[config.mk]
export PLATFORM = sky130hd
export DESIGN_NAME = smg_capture_mod
export DESIGN_NICKNAME = d
export VERILOG_FILES = /design/src/rtl/smg_pkg.sv /design/src/rtl/smg_decode_immdmod.sv /design/src/rtl/smg_capture_mod.sv
export SDC_FILE = /design/constraint.sdc
export NUM_CORES = 1
export LEC_CHECK = 0
export ABC_CLOCK_PERIOD_IN_PS = 2200
export BUFFER_PORTS_ARGS = -buffer_cell sky130_fd_sc_hd__buf_2
export CAP_MARGIN = 20
export CORE_ASPECT_RATIO = 1.2
export CORE_MARGIN = 2
export CORE_UTILIZATION = 55
export CTS_CLUSTER_SIZE = 28
export DETAILED_ROUTE_END_ITERATION = 16
export PLACE_DENSITY = 0.87
export SETUP_SLACK_MARGIN = 0.5
export SLEW_MARGIN = 20
export SYNTH_ARGS = -nofsm -noshare
export SYNTH_HDL_FRONTEND = slang
export SYNTH_SLANG_ARGS = --single-unit
export TNS_END_PERCENT = 10
[constraint.sdc]
create_clock -name CLOCK -period 2.2 [get_ports CLOCK]
set_input_delay 0.33 -clock CLOCK [delete_from_list [all_inputs] [get_ports CLOCK]]
set_output_delay 0.33 -clock CLOCK [all_outputs]
set_load 0.005 [all_outputs]
[src/rtl/smg_pkg.sv]
// Shared constants and helpers for the seven-segment capture monitor.
package smg_pkg;

  localparam int unsigned NDIG  = 6;
  localparam int unsigned SEGW  = 7;
  localparam int unsigned NIBW  = 4;
  localparam int unsigned DATAW = NDIG * NIBW;

  localparam logic [NDIG-1:0] SEL_IDLE = 6'h3F;
  localparam logic [SEGW-1:0] SEG_IDLE = 7'h7F;

  // Active-low segment patterns, bits 6..0 = g..a
  localparam logic [SEGW-1:0] GLYPH_0 = 7'h40;
  localparam logic [SEGW-1:0] GLYPH_1 = 7'h79;
  localparam logic [SEGW-1:0] GLYPH_2 = 7'h24;
  localparam logic [SEGW-1:0] GLYPH_3 = 7'h30;
  localparam logic [SEGW-1:0] GLYPH_4 = 7'h19;
  localparam logic [SEGW-1:0] GLYPH_5 = 7'h12;
  localparam logic [SEGW-1:0] GLYPH_6 = 7'h02;
  localparam logic [SEGW-1:0] GLYPH_7 = 7'h78;
  localparam logic [SEGW-1:0] GLYPH_8 = 7'h00;
  localparam logic [SEGW-1:0] GLYPH_9 = 7'h10;
  localparam logic [SEGW-1:0] GLYPH_A = 7'h08;
  localparam logic [SEGW-1:0] GLYPH_B = 7'h03;
  localparam logic [SEGW-1:0] GLYPH_C = 7'h46;
  localparam logic [SEGW-1:0] GLYPH_D = 7'h21;
  localparam logic [SEGW-1:0] GLYPH_E = 7'h06;
  localparam logic [SEGW-1:0] GLYPH_F = 7'h0E;

  typedef enum logic {
    ST_SETTLE = 1'b0,
    ST_HOLD   = 1'b1
  } cap_state_e;

  // True when exactly one active-low select line is asserted
  function automatic logic sel_valid(input logic [NDIG-1:0] sel);
    logic [NDIG-1:0] low;
    low = ~sel;
    return (low != '0) && ((low & (low - NDIG'(1))) == '0);
  endfunction

endpackage

[src/rtl/smg_decode_immdmod.sv]
// Glyph-to-nibble decoder: inverse of the seven-segment encoder.
module smg_decode_immdmod
  import smg_pkg::*;
(
  input  logic [SEGW-1:0] seg,
  output logic            valid,
  output logic [NIBW-1:0] nib
);

  // Table lookup; anything outside the sixteen glyphs is illegal
  always_comb begin
    valid = 1'b1;
    nib   = '0;
    case (seg)
      GLYPH_0: nib = 4'h0;
      GLYPH_1: nib = 4'h1;
      GLYPH_2: nib = 4'h2;
      GLYPH_3: nib = 4'h3;
      GLYPH_4: nib = 4'h4;
      GLYPH_5: nib = 4'h5;
      GLYPH_6: nib = 4'h6;
      GLYPH_7: nib = 4'h7;
      GLYPH_8: nib = 4'h8;
      GLYPH_9: nib = 4'h9;
      GLYPH_A: nib = 4'hA;
      GLYPH_B: nib = 4'hB;
      GLYPH_C: nib = 4'hC;
      GLYPH_D: nib = 4'hD;
      GLYPH_E: nib = 4'hE;
      GLYPH_F: nib = 4'hF;
      default: valid = 1'b0;
    endcase
  end

endmodule

[src/rtl/smg_capture_mod.sv]
// Seven-segment scan capture: debounces each (SEL, DIG) pair, decodes it,
// and publishes a 24-bit frame once all six digits have been seen.
module smg_capture_mod
  import smg_pkg::*;
#(
  parameter int unsigned STABLE_CYC = 16,
  parameter int unsigned TIMEOUT    = 1_000_000
) (
  input  logic             CLOCK,
  input  logic             RESET,
  input  logic [7:0]       iDIG,
  input  logic [NDIG-1:0]  iSEL,
  output logic [DATAW-1:0] oData,
  output logic [NDIG-1:0]  oErr,
  output logic             oDone,
  output logic             oTimeout
);

  localparam int unsigned CNTW = 8;
  localparam int unsigned TMOW = $clog2(TIMEOUT + 1);
  localparam logic [CNTW-1:0] CNT_ACC  = CNTW'(STABLE_CYC - 1);
  localparam logic [CNTW-1:0] CNT_MAX  = '1;
  localparam logic [TMOW-1:0] TMO_LAST = TMOW'(TIMEOUT - 1);
  localparam logic [NDIG-1:0] ALL_DIG  = '1;

  logic [SEGW-1:0]  p_dig;
  logic [NDIG-1:0]  p_sel;
  logic             p_chg;
  logic [CNTW-1:0]  stab_cnt;
  cap_state_e       state;
  logic [DATAW-1:0] shadow;
  logic [NDIG-1:0]  err_shadow;
  logic [NDIG-1:0]  captured;
  logic [TMOW-1:0]  tmo_cnt;
  logic             tmo_run;

  logic             in_chg;
  logic             in_valid;
  logic             dec_valid;
  logic [NIBW-1:0]  dec_nib;
  logic             accept;
  logic             frame_done;
  logic             tmo_hit;
  logic [NDIG-1:0]  cap_base;
  logic [NDIG-1:0]  acc_bit;
  logic             tmo_start;
  logic             unused_dp;

  // Decimal point carries no data
  assign unused_dp = iDIG[7];

  smg_decode_immdmod u_decode (
    .seg   (p_dig),
    .valid (dec_valid),
    .nib   (dec_nib)
  );

  // Event decode; completion takes priority over timeout
  always_comb begin
    in_chg     = (iDIG[SEGW-1:0] != p_dig) || (iSEL != p_sel);
    in_valid   = sel_valid(iSEL);
    accept     = (state == ST_SETTLE) && sel_valid(p_sel) && (stab_cnt == CNT_ACC);
    frame_done = (captured == ALL_DIG);
    tmo_hit    = tmo_run && (tmo_cnt == TMO_LAST) && !frame_done;
    cap_base   = (frame_done || tmo_hit) ? '0 : captured;
    acc_bit    = accept ? ~p_sel : '0;
    tmo_start  = accept && (cap_base == '0);
  end

  // Input register and stability counter, updated in lockstep so the count
  // is 0 on the first cycle a new pair sits in P
  always_ff @(posedge CLOCK) begin
    if (RESET) begin
      p_dig    <= SEG_IDLE;
      p_sel    <= SEL_IDLE;
      p_chg    <= 1'b0;
      stab_cnt <= '0;
    end else begin
      p_dig <= iDIG[SEGW-1:0];
      p_sel <= iSEL;
      p_chg <= in_chg;
      if (!in_valid || in_chg) begin
        stab_cnt <= '0;
      end else if (stab_cnt != CNT_MAX) begin
        stab_cnt <= stab_cnt + CNTW'(1);
      end
    end
  end

  // Settle/hold FSM: one capture per stable pair
  always_ff @(posedge CLOCK) begin
    if (RESET) begin
      state <= ST_SETTLE;
    end else begin
      case (state)
        ST_SETTLE: if (accept) state <= ST_HOLD;
        ST_HOLD:   if (p_chg)  state <= ST_SETTLE;
        default:   state <= ST_SETTLE;
      endcase
    end
  end

  // Shadow frame and per-digit bookkeeping
  always_ff @(posedge CLOCK) begin
    if (RESET) begin
      shadow     <= '0;
      err_shadow <= '0;
      captured   <= '0;
    end else begin
      captured <= cap_base | acc_bit;
      for (int i = 0; i < NDIG; i++) begin
        if (acc_bit[i]) begin
          shadow[i*NIBW +: NIBW] <= dec_valid ? dec_nib : '0;
          err_shadow[i]          <= !dec_valid;
        end
      end
    end
  end

  // Frame timeout, armed by the first capture of a frame
  always_ff @(posedge CLOCK) begin
    if (RESET) begin
      tmo_run <= 1'b0;
      tmo_cnt <= '0;
    end else if (tmo_start) begin
      tmo_run <= 1'b1;
      tmo_cnt <= '0;
    end else if (frame_done || tmo_hit) begin
      tmo_run <= 1'b0;
    end else if (tmo_run) begin
      tmo_cnt <= tmo_cnt + TMOW'(1);
    end
  end

  // Registered frame outputs and strobes
  always_ff @(posedge CLOCK) begin
    if (RESET) begin
      oData    <= '0;
      oErr     <= '0;
      oDone    <= 1'b0;
      oTimeout <= 1'b0;
    end else begin
      oDone    <= frame_done;
      oTimeout <= tmo_hit;
      if (frame_done) begin
        oData <= shadow;
        oErr  <= err_shadow;
      end
    end
  end

endmodule
* Yosys cells after proc, flatten, opt, wreduce, memory -nomap -nowiden
Cells that the tools add are included.
Word-level totals: bits in registers 112, input bits 16, output and inout port bits 32, word-level logic and storage cells 90
Operators by class: add/subtract/negate cells 4, eq/ne operators 21, muxes and demuxes 10, bitwise gates (word level) 7, reductions and logical operators 24
Operators by type and width (number):
- one-hot mux 4 bit (15 select lines) | 1
- == test 7 bit (second input constant) | 4
- == test 7 x 5 -> 1 bit (second input constant) | 3
- == test 7 x 6 -> 1 bit (second input constant) | 3
- adder 20 x 1 -> 20 bit (second input constant) | 1
- == test 20 bit (second input constant) | 1
- zero test 6 bit | 3
- OR reduction 16 bit | 1
- == test 7 x 2 -> 1 bit (second input constant) | 2
- == test 7 x 4 -> 1 bit (second input constant) | 2
- bitwise AND 6 bit | 2
- 2-to-1 mux 6 bit | 2
- NOT 6 bit | 2
- nonzero test 6 bit | 2
- subtractor 6 x 1 -> 6 bit (second input constant) | 2
- adder 8 x 1 -> 8 bit (second input constant) | 1
- == test 8 x 4 -> 1 bit (second input constant) | 1
- != test 8 bit (second input constant) | 1
- == test 7 x 3 -> 1 bit (second input constant) | 1
- logical AND 1 bit | 7
- zero test 7 bit | 1
- != test 7 bit | 1
- == test 6 bit (second input constant) | 1
- != test 6 bit | 1
- other kinds (10) | 20

* Depth between registers and ports, before layout
Gate-level depths: netlist of the first run.
depth after elaboration 9, gate-level depth with buffers 7, depth with buffers taken out 6

* Modules after synthesis
Synthesis of the first run repeated with hierarchy kept, for this count alone.
Unflattened totals: cell total of the unflattened synthesis 562, area total of the unflattened synthesis 5008.6 um^2
Modules (own cells, without submodules):
- smg_capture_mod | instances 1, cells each 506, area each 4644.5 um^2, sequential area each 2242.2 um^2
- smg_decode_immdmod | instances 1, cells each 56, area each 364.1 um^2, sequential area each 0.0 um^2

* Worst setup path before layout of the first run
OpenSTA, ideal clock, no wires.
path type reg2reg, from register stab_cnt[0], to register tmo_cnt[19], setup time 132 ps, arrival 1794 ps, required time 2068 ps, slack 275 ps, cell stages (with the launch flop) 8, path through dfxtp_1 > ha_1 > nand3_1 > a2111oi_4 > inv_1 > a211oi_2 > buf_4 > nor3_1
Between the ends: word-level cells in the longest chain between the ends 4
Ends and longest elaborated chain:
- start, declared | RTL line smg_capture_mod.sv:29 | logic [CNTW-1:0] stab_cnt;
- start signal, assigned | RTL line smg_capture_mod.sv:85 | stab_cnt <= stab_cnt + CNTW'(1);
- == test 8 x 4 -> 1 bit | RTL line smg_capture_mod.sv:62 | accept = (state == ST_SETTLE) && sel_valid(p_sel) && (stab_cnt == CNT_ACC);
- logical AND 1 bit | RTL line smg_capture_mod.sv:62
- logical AND 1 bit | RTL line smg_capture_mod.sv:67 | tmo_start = accept && (cap_base == '0);
- OR reduction 2 bit (no line)
- end signal, assigned | RTL line smg_capture_mod.sv:131 | tmo_cnt <= tmo_cnt + TMOW'(1);
- end, declared | RTL line smg_capture_mod.sv:34 | logic [TMOW-1:0] tmo_cnt;
Every way passes these cells. A chain may end at the register's enable or synchronous reset.

* Final worst setup path of the first run
from register tmo_cnt[17], to register tmo_run
Between the ends: word-level cells in the longest chain between the ends 8
Ends and longest elaborated chain:
- == test 20 bit * | RTL line smg_capture_mod.sv:64 | tmo_hit = tmo_run && (tmo_cnt == TMO_LAST) && !frame_done;
- logical AND 1 bit * (2 in series) | RTL line smg_capture_mod.sv:64
- logical OR 1 bit * | RTL line smg_capture_mod.sv:65, smg_capture_mod.sv:128
- 2-to-1 mux 6 bit | RTL line smg_capture_mod.sv:65 | cap_base = (frame_done || tmo_hit) ? '0 : captured;
- zero test 6 bit | RTL line smg_capture_mod.sv:67
- logical AND 1 bit | RTL line smg_capture_mod.sv:67
- 2-to-1 mux 1 bit / nonzero test 2 bit (equally long branches)
- end signal, assigned | RTL line smg_capture_mod.sv:123 | tmo_run <= 1'b0;
- end signal, assigned | RTL line smg_capture_mod.sv:126 | tmo_run <= 1'b1;
- end signal, assigned | RTL line smg_capture_mod.sv:129 | tmo_run <= 1'b0;
- end, declared | RTL line smg_capture_mod.sv:35 | logic tmo_run;
Every way passes the cells marked *; elsewhere a longest branch is shown, timed or not.

==> results of run 1 <==
==> cell usage after synthesis, types with 3 or more instances <==
master | number | area [um2]
a211oi_1 | 6 | 45.0
a21oi_1 | 48 | 240
and3_1 | 4 | 25.0
clkbuf_1 | 35 | 131
dfxtp_1 | 112 | 2240
inv_1 | 12 | 45.0
mux2i_1 | 21 | 210
nand2_1 | 82 | 308
nand3_1 | 20 | 100
nand3b_1 | 7 | 52.6
nand4_1 | 14 | 87.6
nor2_1 | 43 | 161
nor2b_1 | 4 | 25.0
nor3_1 | 28 | 140
nor3b_1 | 4 | 30.0
nor4_1 | 8 | 50.1
nor4b_1 | 3 | 26.3
o211ai_1 | 4 | 30.0
o21a_1 | 9 | 67.6
o21ai_0 | 17 | 85.1
or2_2 | 15 | 93.8
or3_1 | 4 | 25.0
xnor2_1 | 29 | 254
xor2_1 | 4 | 35.0
==> sequential cells by signal (all words and copies together) (netlist names), 6 cells and up <==
| signal | cells |
|---|---|
| captured | 6 |
| err_shadow | 6 |
| oData | 24 |
| oErr | 6 |
| p_dig | 7 |
| p_sel | 6 |
| shadow | 24 |
| stab_cnt | 8 |
| tmo_cnt | 20 |
==> timing repair <==
item	in CTS	in global routing
cloned	1	0
gates resized for setup	14	9
setup buffers	8	1
pin swaps	3	2
endpoints found under the setup margin	61	66
==> layout make-up <==
class | instances | area share (%)
multi-input combinational | 413 | 45.2
timing repair buffer | 73 | 8.26
clock buffer | 9 | 2.18
sequential | 112 | 39.6
tap | 117 | 2.58
clock inverter | 7 | 1.41
inverter | 12 | 0.793
==> layer usage <==
layer | vias up | routed length [um]
li1 | 2110 | -
met1 | 2039 | 4610
met2 | 149 | 5930
met3 | 28 | 593
met4 | 0 | 265
met5 | - | 0
==> path summary, 6_finish.rpt <==
path | slack (ns) | cells after the start | to | from
worst min-delay path | 0.15 | 2 | p_dig[1]$_SDFF_PP1_ | iDIG[1]
worst min register to register | 0.46 | 2 | oData[14]$_SDFFE_PP0P_ | oData[14]$_SDFFE_PP0P_
worst max-delay path | 0.17 | 7 | tmo_run$_SDFFE_PP0P_ | tmo_cnt[17]$_SDFFE_PP0P_
worst max register to register | 0.17 | 7 | tmo_run$_SDFFE_PP0P_ | tmo_cnt[17]$_SDFFE_PP0P_
==> cells by family (layout without fill, tap and decap cells) <==
logic type,Yosys count,after routing
and+or+nand+nor,255,255
buffers and inverters,49,101
DFF,112,112
adders and majority gates,4,4
muxes,21,21
AOI/OAI and AO/OA,100,100
xor gates and xnor gates,33,33
==> report_power, final <==
group	internal, mW	switching (mW)
clock network	0.459	0.783
registers	2.04	0.0375
logic	0.0715	0.0928
==> critical path, stage by stage, from the launching register on <==
cell,delay (ns)
dfxtp_1,0.38
nand3_1,0.13
or4b_4,0.56
o21a_4,0.26
a211oi_4,0.22
buf_4,0.15
buf_12,0.12
o21ba_2,0.16
==> results by group, run 1 <==
Logic synthesis
  – Syn Nets: 592
  – Simple-gate share of the synthesized area: 26.8%
  – Synth Area in Compound Gates: 12.7%
  – Post-Synth XOR/XNOR Area: 5.88%
  – Yosys warning count: 0
  – EDFF count, synth: 0
  – Main synth FF type: dfxtp_1
  – Multiplexer share of the synthesized area: 4.27%
  – Async SR Flop Fraction: 0%
  – #FFs+latches synth: 112
  – Largest family of logic cells by synthesized area: simple AND/OR/NAND/NOR gates
  – Mapped Cells: 574
  – Register area share after synthesis: 45.6%
  – Synthesized area per cell: 8.57 um2
  – Library cells used by synthesis: 55
  – Synth Area in Adders: 0.916%
  – Post-Syn Area: 4920 um2

Critical path
  – WP data arrival: 2.36 ns
  – Critical path class: flop to flop
  – WP data required: 2.54 ns
  – Critical path endpoint category: flop
  – Critical Path Source Type: flop
  – Maximum fanout along the worst path: 11

Worst hold path
  – HP Class: primary input to flop

Detailed routing
  – Final wirelength: 11400 um
  – Post-DR vias/cell: 5.82
  – Pre-Repair DR Iteration Count: 5
  – Via count: 4326
  – Initial DRC Count: 371
  – Wire per inst: 15.3 um
  – DRT antenna net count: 0
  – Drc violations: 0

CTS
  – CTS tree: yes
  – CTS Buf Count: 9
  – Hold Buf Count CTS: 0
  – H-tree level count: 3
  – Worst skew pair latency: 0.39 ns
  – Clock sinks: 112
  – Root Buffer: clkbuf_8
  – Clock tree buffer depth: 2
  – Clock-pin slew on the worst setup and hold paths: 0.11 ns

Floorplan
  – Die area: 9720 um2
  – Num rows: 37
  – Die X: 90.3 um
  – Core ar.: 8660 um2
  – Die Height: 108 um
  – Io pins: 48
  – Initial Utilization: 56.8%

Cells and area
  – Most frequent cells in the layout: dfxtp_1, nand2_1, a21oi_1
  – Reg area: 2250 um2
  – Antenna cells: 0
  – # fillers: 673
  – Final Util: 65.6%
  – Final #Nets: 639
  – Footprint of the multi-input gates: 2570 um2
  – Most common cell after layout, fill and taps aside: dfxtp_1
  – Area Overhead vs Synth: 15.5%
  – Share of post-route cells with drive strength above 1: 20.8%
  – Layout Cells excl Fill: 743
  – Final instance area: 5680 um2

Timing
  – Final worst setup slack: 0.173 ns
  – Hold Worst Slack: 0.151 ns
  – Worst Skew: 0.0157 ns
  – Crit share post-route: 92.1%
  – Slew Limit Fails: 0
  – Setup_tns: 0 ns
  – RSZ-0062 raised after global routing: true
  – Slew @ Worst Pin: 0.474 ns
  – Post-route minimum period: 2.03 ns
  – Final setup fails: 0
  – Final Hold Viols: 0
  – Max-Slew Margin vs Limit: 68.4%
  – Max Clock Freq: 0.493 GHz

Place
  – # port buffers: 46
  – Pre-CTS setup slack: 0.0383 ns
  – Placed instance area: 5300 um2
  – Routability cong.: 0.891
  – Detailed Place HPWL: 7590 um
  – Dpl cells: 717

Power
  – Total Power: 3.48 mW
  – P_leak: 2.15 nW
  – Power density cells: 613 nW/um2
  – Worst vdd ir: 0.314 mV

Status
  – Status: finished clean

Job
  – Maxcap violations: 0

Global routing
  – Antenna violations before repair: 0
  – Largest net degree at the start of global routing: 51
  – Grt ovf: 0
  – GRT Util Overall: 24.2%
  – M2 GR Usage: 42.9%
  – M1 GR Usage: 28.0%
  – First-pass GRT wire length: 19100 um
  – Met3 usage: 5.81%
  – Vias in the first global route: 4152
  – GRT busiest layer: met2
Power figures use the tool's default switching activity.
==> run 2: changes to the inputs <==
Settings changed: ABC_CLOCK_PERIOD_IN_PS 2200 to 1800, CORE_UTILIZATION 55 to 53.
Clock period 2.2 ns to 1.8 ns, I/O delays scaled along.
==> results by group, run 2 (synthesis gave the netlist of run 1 again) <==
Detailed routing
  – Wl on met1: 4700 um (+2.0%)
  – Pre-Repair DR Iteration Count: 5 (unchanged)
  – Met2 WL: 6110 um (+3.0%)
  – Final wirelength: 12000 um (+5.2%)
  – Metal3 WL: 696 um (+17%)
  – Post-DR vias/cell: 5.69 (-2.2%)
  – DR top layer: met4
  – Via count: 4493 (+3.9%)
  – Drc violations: 0 (unchanged)
  – Wire per inst: 15.2 um (-0.91%)
  – Initial DRC Count: 242 (-35%)
  – DRT antenna net count: 0 (unchanged)

Floorplan
  – Die Height: 110 um (+1.8%)
  – Core ar.: 9030 um2 (+4.4%)
  – Io pins: 48 (unchanged)
  – Die X: 91.9 um (+1.8%)
  – Num rows: 38 (+2.7%)
  – Initial Utilization: 54.4% (-2.4 points)
  – Die area: 10100 um2 (+3.6%)

Timing
  – Post-route minimum period: 1.95 ns (-0.0791 ns)
  – Crit share post-route: 108% (+16 points)
  – Final setup fails: 47 (+47)
  – Max-Slew Margin vs Limit: 69.2% (+0.79 points)
  – Max Clock Freq: 0.513 GHz (+4.1%)
  – Slew Limit Fails: 0 (unchanged)
  – Worst Skew: 0.0152 ns (-0.000526 ns)
  – Final worst setup slack: -0.147 ns (-0.321 ns)
  – Final Hold Viols: 0 (unchanged)
  – Setup_tns: -2.74 ns (-2.74 ns)
  – Slew @ Worst Pin: 0.459 ns (-0.0154 ns)
  – RSZ-0062 raised after global routing: true

CTS
  – Worst skew pair latency: 0.38 ns (about the same)
  – Clock tree buffer depth: 2 (unchanged)
  – Root Buffer: clkbuf_8
  – Clock sinks: 112 (unchanged)
  – CTS Buf Count: 9 (unchanged)
  – H-tree level count: 3 (unchanged)
  – Clock-pin slew on the worst setup and hold paths: 0.11 ns (about the same)
  – CTS tree: yes

Status
  – Failing checks: setup timing
  – Status: finished, violations left

Critical path
  – CP max-delay cell: or4_4
  – Reg-to-reg startpoint: stab_cnt[7]$_SDFFE_PP0P_
  – FF-to-FF End: shadow[9]$_SDFFE_PP0P_
  – Critical path class: flop to flop
  – CP peak stage delay: 0.55 ns (about the same)
  – Maximum fanout along the worst path: 8 (-3)
  – R2r worst-path depth: 6 (-1)
  – WP data required: 2.07 ns (-0.47 ns)
  – Worst-path cell chain: or4_4 > a2111oi_4 > buf_4 > nand4b_4 > mux2i_1 > nor2_1
  – Critical Path Source Type: flop
  – Critical path endpoint category: flop
  – WP data arrival: 2.22 ns (-0.14 ns)
  – Reg2reg setup slack: -0.15 ns (-0.32 ns)

Cells and area
  – Final #Nets: 682 (+6.7%)
  – Area Overhead vs Synth: 25.9%
  – Most frequent cells in the layout: dfxtp_1, nand2_1, buf_4
  – Share of post-route cells with drive strength above 1: 29.9% (+9.1 points)
  – Reg area: 2270 um2 (+0.89%)
  – Regs by FF count: oData (24), shadow (24), tmo_cnt (20)
  – # fillers: 641 (-4.8%)
  – Antenna cells: 0 (unchanged)
  – Footprint of the multi-input gates: 2700 um2 (+5.1%)
  – Most common cell after layout, fill and taps aside: dfxtp_1

Global routing
  – GRT Util Overall: 24.4% (+0.28 points)
  – Grt ovf: 0 (unchanged)
  – Antenna violations before repair: 0 (unchanged)
  – Largest net degree at the start of global routing: 46 (-9.8%)
  – Vias in the first global route: 4317 (+4.0%)
  – First-pass GRT wire length: 19900 um (+4.0%)

Power
  – P_leak: 2.43 nW (+13%)
  – Total Power: 4.33 mW (+24%)
  – Worst vdd ir: 0.519 mV (+65%)
  – Power density cells: 700 nW/um2 (+14%)

Place
  – Routability cong.: 0.883 (-0.85%)
  – Detailed Place HPWL: 7810 um (+2.9%)
  – # port buffers: 46 (unchanged)

Worst hold path
  – Hold Startpoint: iDIG[5]
  – Hold depth: 2 (unchanged)
  – Hold Path End: p_dig[5]$_SDFF_PP1_
  – HP Class: primary input to flop

Job
  – Maxcap violations: 0 (unchanged)
==> run 2: cell types whose count changed in the layout (fill, tap and decap cells not counted), sizes merged <==
| cell | previous run | this run |
|---|---|---|
| buf | 73 | 116 |
| bufinv | 0 | 1 |
| clkinv | 2 | 1 |
| clkbuf | 9 | 10 |
| inv | 16 | 15 |
==> run 2: timing repair <==
| item | 4_1_cts | 5_1_grt |
|---|---|---|
| setup buffers | 2 | 4 |
| gates resized for setup | 53 | 21 |
| hold endpoints to repair | 0 | 0 |
| pin swaps | 21 | 15 |
| hold buffers | 0 | 0 |
| setup endpoints to repair | 97 | 97 |
| cloned | 0 | 0 |
==> run 2: final cells by class <==
class	count	share of cell area [%]
clock inverters	6	1.19
well taps	120	2.42
clock buffers	10	2.06
inverters	12	0.727
repair buffers	116	13.4
multi-input cells	413	43.6
flip-flops and latches	112	36.7
==> run 2: worst max path at each step <==
stage	depth (start not counted)	end	from
3_3_place_gp	6	shadow[11]$_SDFFE_PP0P_	stab_cnt[7]$_SDFFE_PP0P_
5_1_grt	6	shadow[9]$_SDFFE_PP0P_	stab_cnt[4]$_SDFFE_PP0P_
4_1_cts	5	shadow[5]$_SDFFE_PP0P_	state$_SDFF_PP0_
6_report	6	shadow[9]$_SDFFE_PP0P_	stab_cnt[7]$_SDFFE_PP0P_
3_5_place_dp	6	shadow[9]$_SDFFE_PP0P_	stab_cnt[7]$_SDFFE_PP0P_
2_1_floorplan	6	tmo_cnt[19]$_SDFFE_PP0P_	stab_cnt[7]$_SDFFE_PP0P_
==> run 2: critical path: cells and delay by family (launching register included) <==
family	cells	cell delay, ns
AO/OA/AOI/OAI	1	0.27
buffers and inverters	1	0.22
multiplexers	1	0.20
flip-flops	1	0.33
AND/OR/NAND/NOR	3	0.81
==> run 2: per-layer routing <==
| metal | vias to the layer above | track usage [%] |
|---|---|---|
| li1 | 2192 | - |
| met1 | 2121 | 27.7 |
| met2 | 138 | 43.6 |
| met3 | 42 | 5.89 |
| met4 | 0 | 11.5 |
| met5 | - | 0 |
==> run 2: metrics by stage <==
step	util [%]	setup WS (ns)	hold WS (ns)	instances	cell area, um2
CTS	67.4	-0.140	0.0934	785	6090
finish	68.6	-0.147	0.109	789	6190
floorplan	-	-0.0835	0.377	574	4930
global route	68.6	-0.245	0.103	789	6190
detailed placement	62.7	-0.172	0.443	767	5670
global placement	62.7	-0.131	0.442	767	5670
==> run 2: power breakdown <==
group	internal (mW)	switching [mW]	leakage, nW
Sequential	2.49	0.0256	0.910
Combinational	0.123	0.157	1.42
Clock	0.667	0.871	0.101
